File: src/rtl/fetch_stage.sv
// fetch_stage: IF stage with PC, imem req/ack handshake, one-entry skid and redirect drain.
// Optional FETCH_PERF_EN adds perf_fetched/perf_flushed counters.
module fetch_stage #(
  parameter int DATA_WIDTH = 32,
  parameter logic [DATA_WIDTH-1:0] RESET_PC = 32'h0000_0000,
  parameter logic [DATA_WIDTH-1:0] NOP_INSTR = 32'h0000_0013
) (
  input  logic                  clk,
  input  logic                  rst,
  input  logic                  stall_f,
  input  logic                  redirect,
  input  logic [DATA_WIDTH-1:0] redirect_pc,
  output logic                  imem_req,
  output logic [DATA_WIDTH-1:0] imem_addr,
  input  logic                  imem_ack,
  input  logic [DATA_WIDTH-1:0] imem_rdata,
  output logic [DATA_WIDTH-1:0] instr_f,
  output logic [DATA_WIDTH-1:0] pc_f,
  output logic [DATA_WIDTH-1:0] pc_plus_f,
  output logic                  fetch_valid
`ifdef FETCH_PERF_EN
  ,
  output logic [31:0]           perf_fetched,
  output logic [31:0]           perf_flushed
`endif
);
  typedef enum logic [1:0] {IDLE, RUN, DRAIN} state_t;
  state_t state, state_nx;
  logic [DATA_WIDTH-1:0] pc, drain_addr, skid_instr, skid_pc, target;
  logic skid_valid, accept, consume, slot_free, to_drain;
  assign imem_req = state == RUN ? !skid_valid : state == DRAIN;
  assign imem_addr = state == DRAIN ? drain_addr : pc;
  assign accept = state == RUN && imem_req && imem_ack;
  assign consume = fetch_valid && !stall_f;
  assign slot_free = !fetch_valid || consume;
  assign target = redirect_pc & ~DATA_WIDTH'(3);
  assign to_drain = state == RUN && redirect && imem_req && !imem_ack;
  always_comb begin
    state_nx = state == IDLE ? RUN :
               state == RUN  ? (to_drain ? DRAIN : RUN) :
               (imem_ack ? RUN : DRAIN);
  end
  always_ff @(posedge clk or posedge rst) begin
    if (rst) begin
      state <= IDLE;
      pc <= RESET_PC;
      drain_addr <= RESET_PC;
      skid_valid <= 1'b0;
      skid_instr <= NOP_INSTR;
      skid_pc <= RESET_PC;
      fetch_valid <= 1'b0;
      instr_f <= NOP_INSTR;
      pc_f <= RESET_PC;
      pc_plus_f <= RESET_PC + DATA_WIDTH'(4);
    end else begin
      state <= state_nx;
      if (redirect) pc <= target;
      else if (accept) pc <= pc + DATA_WIDTH'(4);
      if (to_drain) drain_addr <= pc;
      // redirect wins over stall and over any data arriving this cycle
      if (redirect) begin
        fetch_valid <= 1'b0;
        instr_f <= NOP_INSTR;
        skid_valid <= 1'b0;
      end else if (slot_free) begin
        if (skid_valid) begin
          fetch_valid <= 1'b1;
          instr_f <= skid_instr;
          pc_f <= skid_pc;
          pc_plus_f <= skid_pc + DATA_WIDTH'(4);
          skid_valid <= 1'b0;
        end else if (accept) begin
          fetch_valid <= 1'b1;
          instr_f <= imem_rdata;
          pc_f <= pc;
          pc_plus_f <= pc + DATA_WIDTH'(4);
        end else begin
          fetch_valid <= 1'b0;
          instr_f <= NOP_INSTR;
        end
      end else if (accept) begin
        skid_valid <= 1'b1;
        skid_instr <= imem_rdata;
        skid_pc <= pc;
      end
    end
  end
`ifdef FETCH_PERF_EN
  always_ff @(posedge clk or posedge rst) begin
    if (rst) begin
      perf_fetched <= '0;
      perf_flushed <= '0;
    end else begin
      perf_fetched <= perf_fetched + 32'(consume);
      perf_flushed <= perf_flushed + 32'(redirect && fetch_valid && !consume)
                    + 32'(redirect && skid_valid)
                    + 32'(imem_req && imem_ack && (redirect || state == DRAIN));
    end
  end
`endif
endmodule

File: config.mk
export PLATFORM = sky130hd
export DESIGN_NAME = fetch_stage
export DESIGN_NICKNAME = d
export VERILOG_FILES = /design/src/rtl/fetch_stage.sv
export SDC_FILE = /design/constraint.sdc
export NUM_CORES = 1
export LEC_CHECK = 0
export ABC_AREA = 1
export BUFFER_PORTS_ARGS = -buffer_cell sky130_fd_sc_hd__buf_4
export CORE_ASPECT_RATIO = 0.8
export CORE_MARGIN = 2
export CORE_UTILIZATION = 61
export CTS_CLUSTER_SIZE = 30
export DETAILED_ROUTE_END_ITERATION = 10
export GPL_ROUTABILITY_DRIVEN = 0
export GPL_TIMING_DRIVEN = 0
export PLACE_DENSITY_LB_ADDON = 0.12
export RECOVER_POWER = 25
export SKIP_CTS_REPAIR_TIMING = 1
export SYNTH_ARGS = -nofsm -noshare
export SYNTH_HDL_FRONTEND = slang
export SYNTH_SLANG_ARGS = --single-unit
File: constraint.sdc
create_clock -name clk -period 13.9 [get_ports clk]
set_clock_uncertainty 0.1 [all_clocks]
set_input_delay 2.78 -clock clk [delete_from_list [all_inputs] [get_ports clk]]
set_output_delay 2.78 -clock clk [all_outputs]
set_load 0.03 [all_outputs]
==> impl_metrics.yaml, run 1 <==
cells_and_area:
  diodes: 0
  synthToLayoutAreaGrowth_pct: 22.4
  finalInstanceArea_mm2: 0.0135
  layout_commonest_cell: "nand2_1"
  most-common-layout-cells: "nand2_1 (487), dfrtp_1 (211), buf_4 (201)"
  final_util_pct: 75.5
  final_nets: 1712
  drive_gt1_share_pct: 17.9
worst_setup_path:
  required_ns: 13.47
  cp-end-kind: "async pin"
  cp_top_family: "buffers and inverters"
  crit_slowest_cell: "clkinvlp_2"
  max_stage_delay_ns: 2.91
  critPathMaxFanout: 120
  worstPathArrival_ns: 5.86
  crit_buf_inv: 2
  path_cells: "clkbuf_4 -> clkinvlp_2"
  criticalPathCategory: "input pin to async pin"
  critPathLaunchType: "input pin"
route:
  ant_nets: 0
  drt-pass1-iter-count: 8
  wl_per_cell_um: 18.3
  viasPerCell: 5.78
  drc: 0
  drtIter0Drc: 1430
  drt-total-wl_um: 34500
  vias: 10892
yosys:
  yosysSeqAreaShare_pct: 49.4
  synth_cell_types: 35
  syn_inst: 1421
  avgSynthCellArea_um2: 7.79
  ys_seq_elements: 218
  syn_area_mm2: 0.0111
  yosys_warnings: 0
floorplanning:
  core_mm2: 0.0179
  dieWidth_um: 155
  chipHeight_um: 124
  die_area_mm2: 0.0192
  rows: 44
  pin_count: 199
  initial_core_util_pct: 61.7
placement:
  dpl.hpwl_um: 25600
  placed_area_mm2: 0.0128
  portBuffers: 189
global_routing:
  antenna_found_initial: 0
  grt_pass1_wl_um: 54500
  use_met2_pct: 51.4
  grt_max_degree: 121
  grt-ovfl-total: 0
  met1_usage_pct: 56.6
  grt_pass1_vias: 10051
  grt-busiest-layer: "met1"
  use_met3_pct: 8.63
  grtUsageTotal_pct: 36.1
clocking:
  cts.sinks: 218
  cts.htree.levels: 1
  cts_buffers: 23
  cts_tree: "built"
  clock_latency_ns: 0.52
  clockRootBuffer: "clkbuf_16"
  clock_path_buffers: 3
  clk_pin_slew_ns: 0.06
status:
  failed_checks: "capacitance limit, slew limit"
  status: "finished, violations left"
power_and_ir_drop:
  power.density_mw_per_mm2: 172
  vdd_drop_max_v: 0.0000986
  p_leak_nw: 6.49
timing:
  setup_viol: 0
  drv_slew: 121
  relSlewSlack_pct: -249
  rsz0062_at_grt: "false"
  fmax_mhz: 159
  fin_crit_sh_pct: 45.3
  post-route-min-period_ns: 6.29
  worst_slew_pin_slew_ns: 5.21
  finalSetupTns_ns: 0
  hold_viol_final: 0
flow_run:
  cap_violations: 1
hold_path:
  hp-class: "register to register"
[sequential cells by signal, summed over array words and instances (netlist names)]
signal       flops
pc              30
skid_instr      32
drain_addr      30
instr_f         32
fetch_valid      1
pc_f            30
skid_valid       1
pc_plus_f       30
skid_pc         30
state            2
[per-layer routing]
| layer | up-vias | part of all wire (%) | routed length [µm] |
|---|---|---|---|
| met5 | - | 0 | 0 |
| li1 | 5028 | - | - |
| met4 | 0 | 1.8 | 605 |
| met2 | 714 | 42 | 14300 |
| met1 | 5080 | 43 | 14900 |
| met3 | 70 | 14 | 4670 |
[path summary, 6_finish.rpt]
path | startpoint | end | slack, ns | cells after the start
min reg2reg | skid_instr[1] | skid_instr[1] | 0.37 | 2
min in group asynchronous | rst | pc_plus_f[14] | 3.81 | 2
max in group clk | skid_valid | imem_req | 8.73 | 7
min | skid_instr[1] | skid_instr[1] | 0.37 | 2
max reg2reg | skid_valid | pc[3] | 11.31 | 9
max | rst | skid_instr[27] | 7.61 | 2
[kinds of logic (layout without fill, tap and decap cells)]
logic type	count (synthesis)	after routing	share of synthesized area (%)
AO/OA/AOI/OAI	265	265	14.1
AND/OR/NAND/NOR	727	727	26.9
adder cells (fa/ha/maj)	2	2	0.226
buffers and inverters	183	411	7.29
multiplexers	3	3	0.271
XOR/XNOR	22	22	1.74
other	1	6	0.0339
flip-flops	218	218	49.4
[synthesized netlist by cell type]
cell type / instances / area share, %
buf_6: 4 / 0.41
a21oi_1: 37 / 1.7
nor2_4: 4 / 0.41
a31oi_1: 30 / 1.7
nor3_1: 2 / 0.090
o211ai_1: 31 / 2.1
ha_1: 2 / 0.23
buf_2: 29 / 1.3
inv_2: 4 / 0.14
nand2_4: 2 / 0.20
nand3_1: 69 / 3.1
clkinv_4: 1 / 0.079
o21ai_0: 115 / 5.2
nand3b_1: 11 / 0.75
dfrtp_1: 211 / 48
nor2_8: 1 / 0.18
nand4_1: 2 / 0.11
buf_4: 13 / 0.88
mux2i_1: 3 / 0.27
nand2_2: 6 / 0.34
xor2_1: 14 / 1.1
conb_1: 1 / 0.034
nor2_2: 10 / 0.57
nand2_1: 485 / 16
nor3_2: 1 / 0.090
o21ai_1: 19 / 0.86
and2_1: 3 / 0.17
clkbuf_1: 29 / 0.98
buf_1: 4 / 0.14
xnor2_1: 8 / 0.63
nor2_1: 131 / 4.4
dfstp_2: 7 / 1.7
inv_1: 99 / 3.4
a22o_1: 29 / 2.3
o221ai_1: 4 / 0.32
[layout make-up]
type                       instances  area [µm²]
clock buffer                      35         721
multi-input combinational       1025        4790
fill                            1417        4400
buffer                            79         403
tap                              230         288
sequential                       218        5460
inverter                         104         397
timing repair buffer             190        1450
clock inverter                     3        40.0
[power breakdown]
group / switching [mW] / leakage [nW] / internal [mW] / total [mW]
Sequential: 0.154 / 2.70 / 0.816 / 0.970
Combinational: 0.478 / 3.41 / 0.265 / 0.742
Clock: 0.251 / 0.380 / 0.372 / 0.623
Total: 0.883 / 6.49 / 1.45 / 2.34
[stage by stage]
stage,setup slack [ns],power (mW),std cells,hold slack (ns)
floorplan,5.07,1.40,1426,0.344
global placement,2.87,1.67,1845,0.352
detailed placement,9.34,1.70,1846,0.355
CTS,8.81,2.32,1884,0.364
global route,6.69,2.44,1884,0.373
finish,7.61,2.34,1884,0.366
[worst register-to-register path, delay by kind of cell (launching register included)]
family,cells,cell delay (ns)
AOI/OAI and AO/OA,1,0.11
buffers and inverters,5,1.01
DFF,1,0.35
and+or+nand+nor,3,0.89
Note: power is estimated with default switching activity, not from simulation.
==> inputs of run 2 (changes only) <==
- CORE_UTILIZATION: 61 -> 56
- clock period: 13.9 -> 6.1 ns (I/O delays scaled with it)
==> run 2 against run 1 <==
Compared with the run above: critical endpoint is now drain_addr[19]; critical path depth is 1 higher; clock-buffer cell count down 2; routed wire length rose by 0.70%; die area grew 8.7%; flip-flop and latch count unchanged; design area is 0.59% higher; the run still ends with capacitance limit, slew limit left; largest cell class unchanged; cell count increased by 1.9%.
==> impl_metrics.yaml, run 2 (same netlist as run 1, synthesis figures left out) <==
route:
  viasPerCell: 5.70
  route.met2.wl_um: 14000
  dr.max_layer_used: "met4"
  ant_nets: 0
  m1WireLength_um: 15800
  drtIter0Drc: 1109
  met3WireLength_um: 4310
  drt-pass1-iter-count: 5
  drc: 0
  drt-total-wl_um: 34800
  vias: 10942
  wl_per_cell_um: 18.1
timing:
  fin_crit_sh_pct: 59.4
  relSlewSlack_pct: -48.5
  worst_slew_pin_slew_ns: 2.23
  setup_viol: 0
  hold_viol_final: 0
  drv_slew: 67
  fmax_mhz: 276
  post-route-min-period_ns: 3.62
  rsz0062_at_grt: "false"
  finalSetupTns_ns: 0
clocking:
  cts_tree: "built"
  clk_pin_slew_ns: 0.06
  clock_path_buffers: 3
  clockRootBuffer: "clkbuf_16"
  clock_latency_ns: 0.52
  cts_buffers: 22
  cts.htree.levels: 1
  cts.sinks: 218
worst_setup_path:
  path_cells: "clkbuf_4 -> clkinvlp_2 -> clkbuf_1"
  crit_buf_inv: 3
  criticalPathCategory: "input pin to async pin"
  critPathLaunchType: "input pin"
  crit_slowest_cell: "clkbuf_1"
  required_ns: 6.17
  cp_top_family: "buffers and inverters"
  critPathMaxFanout: 37
  cp-end-kind: "async pin"
  max_stage_delay_ns: 1.65
  worstPathArrival_ns: 3.69
power_and_ir_drop:
  p_leak_nw: 6.53
  switching_share_pct: 38.1
  vdd_drop_max_v: 0.000237
  p_int_mw: 3.27
  p_sw_mw: 2.01
  power.density_mw_per_mm2: 387
  pwr-share-seq_pct: 41.8
  clock_power_share_pct: 26.1
  share_comb_of_total_power_pct: 32.1
  finalPower_mw: 5.28
floorplanning:
  chipHeight_um: 130
  dieWidth_um: 161
  die_area_mm2: 0.0209
  pin_count: 199
  rows: 45
  initial_core_util_pct: 57.6
  core_mm2: 0.0192
cells_and_area:
  synthToLayoutAreaGrowth_pct: 23.1
  drive_gt1_share_pct: 18.6
  final_nets: 1716
  diodes: 0
  layout_commonest_cell: "nand2_1"
  finalNonFillerCells: 1919
  top_regs: "instr_f x32, skid_instr x32"
  most-common-layout-cells: "nand2_1 (485), dfrtp_1 (211), buf_4 (201)"
placement:
  dp.cells: 1879
  dpl.hpwl_um: 26600
  portBuffers: 189
global_routing:
  grtUsageTotal_pct: 33.5
  grt_pass1_wl_um: 54200
  grt_max_degree: 42
  grt-ovfl-total: 0
  grt_pass1_vias: 9793
  antenna_found_initial: 0
status:
  status: "finished, violations left"
  failed_checks: "capacitance limit, slew limit"
flow_run:
  cap_violations: 2
hold_path:
  hp-class: "register to register"
[run 2: cell count changes in the layout (fill, tap and decap cells not counted), moves of 3 or more]
cell,before,now
clkbuf_8,10,6
clkinv_2,2,6
buf_12,0,3
buf_2,22,28
[run 2: area by class of cell]
cell class	instances	area, µm²
clock inverters	7	60.1
clock buffers	33	673
well taps	258	323
plain buffers	79	410
flip-flops and latches	218	5460
fillers	1599	5570
multi-input cells	1025	4810
repair buffers	195	1490
inverters	104	397
[run 2: final timing paths]
path	from	to	slack, ns	cells after the start
max	rst	drain_addr[19]	2.48	3
min	skid_instr[0]	skid_instr[0]	0.37	2
max reg2reg	skid_valid	pc_plus_f[13]	3.90	7
min reg2reg	skid_instr[0]	skid_instr[0]	0.37	2
max in group clk	skid_valid	imem_req	2.49	7
min in group asynchronous	rst	pc_f[13]	0.84	2
[run 2: per-layer routing]
metal  up-vias  global-route usage [%]
met2       691                    46.9
li1       5037                       -
met1      5160                    53.3
met3        54                    7.82
met5         -                       0
met4         0                    6.57
[run 2: tightest hold or removal path, stage by stage (launching register included)]
cell,delay (ns)
dfstp_2,0.37
nand2_1,0.06
nand2_1,0.05
[run 2: per-stage QoR]
step / util (%) / area, µm² / hold WS [ns] / setup WS (ns)
CTS: 71.3 / 13700 / 0.369 / 2.51
global route: 71.0 / 13600 / 0.390 / 1.91
global placement: 66.8 / 12800 / 0.350 / 0.666
detailed placement: 67.5 / 13000 / 0.359 / 3.07
finish: 71.0 / 13600 / 0.374 / 2.48
floorplan: - / 11100 / 0.344 / 1.95
[run 2: power groups by stage]
stage	clock (mW)	combinational, mW	sequential [mW]
after global placement	0	1.63	2.20
after global routing	1.45	1.82	2.25
after floorplan	0	0.740	2.46
after detailed placement	0	1.68	2.21
final	1.38	1.69	2.20
after CTS	1.38	1.69	2.19
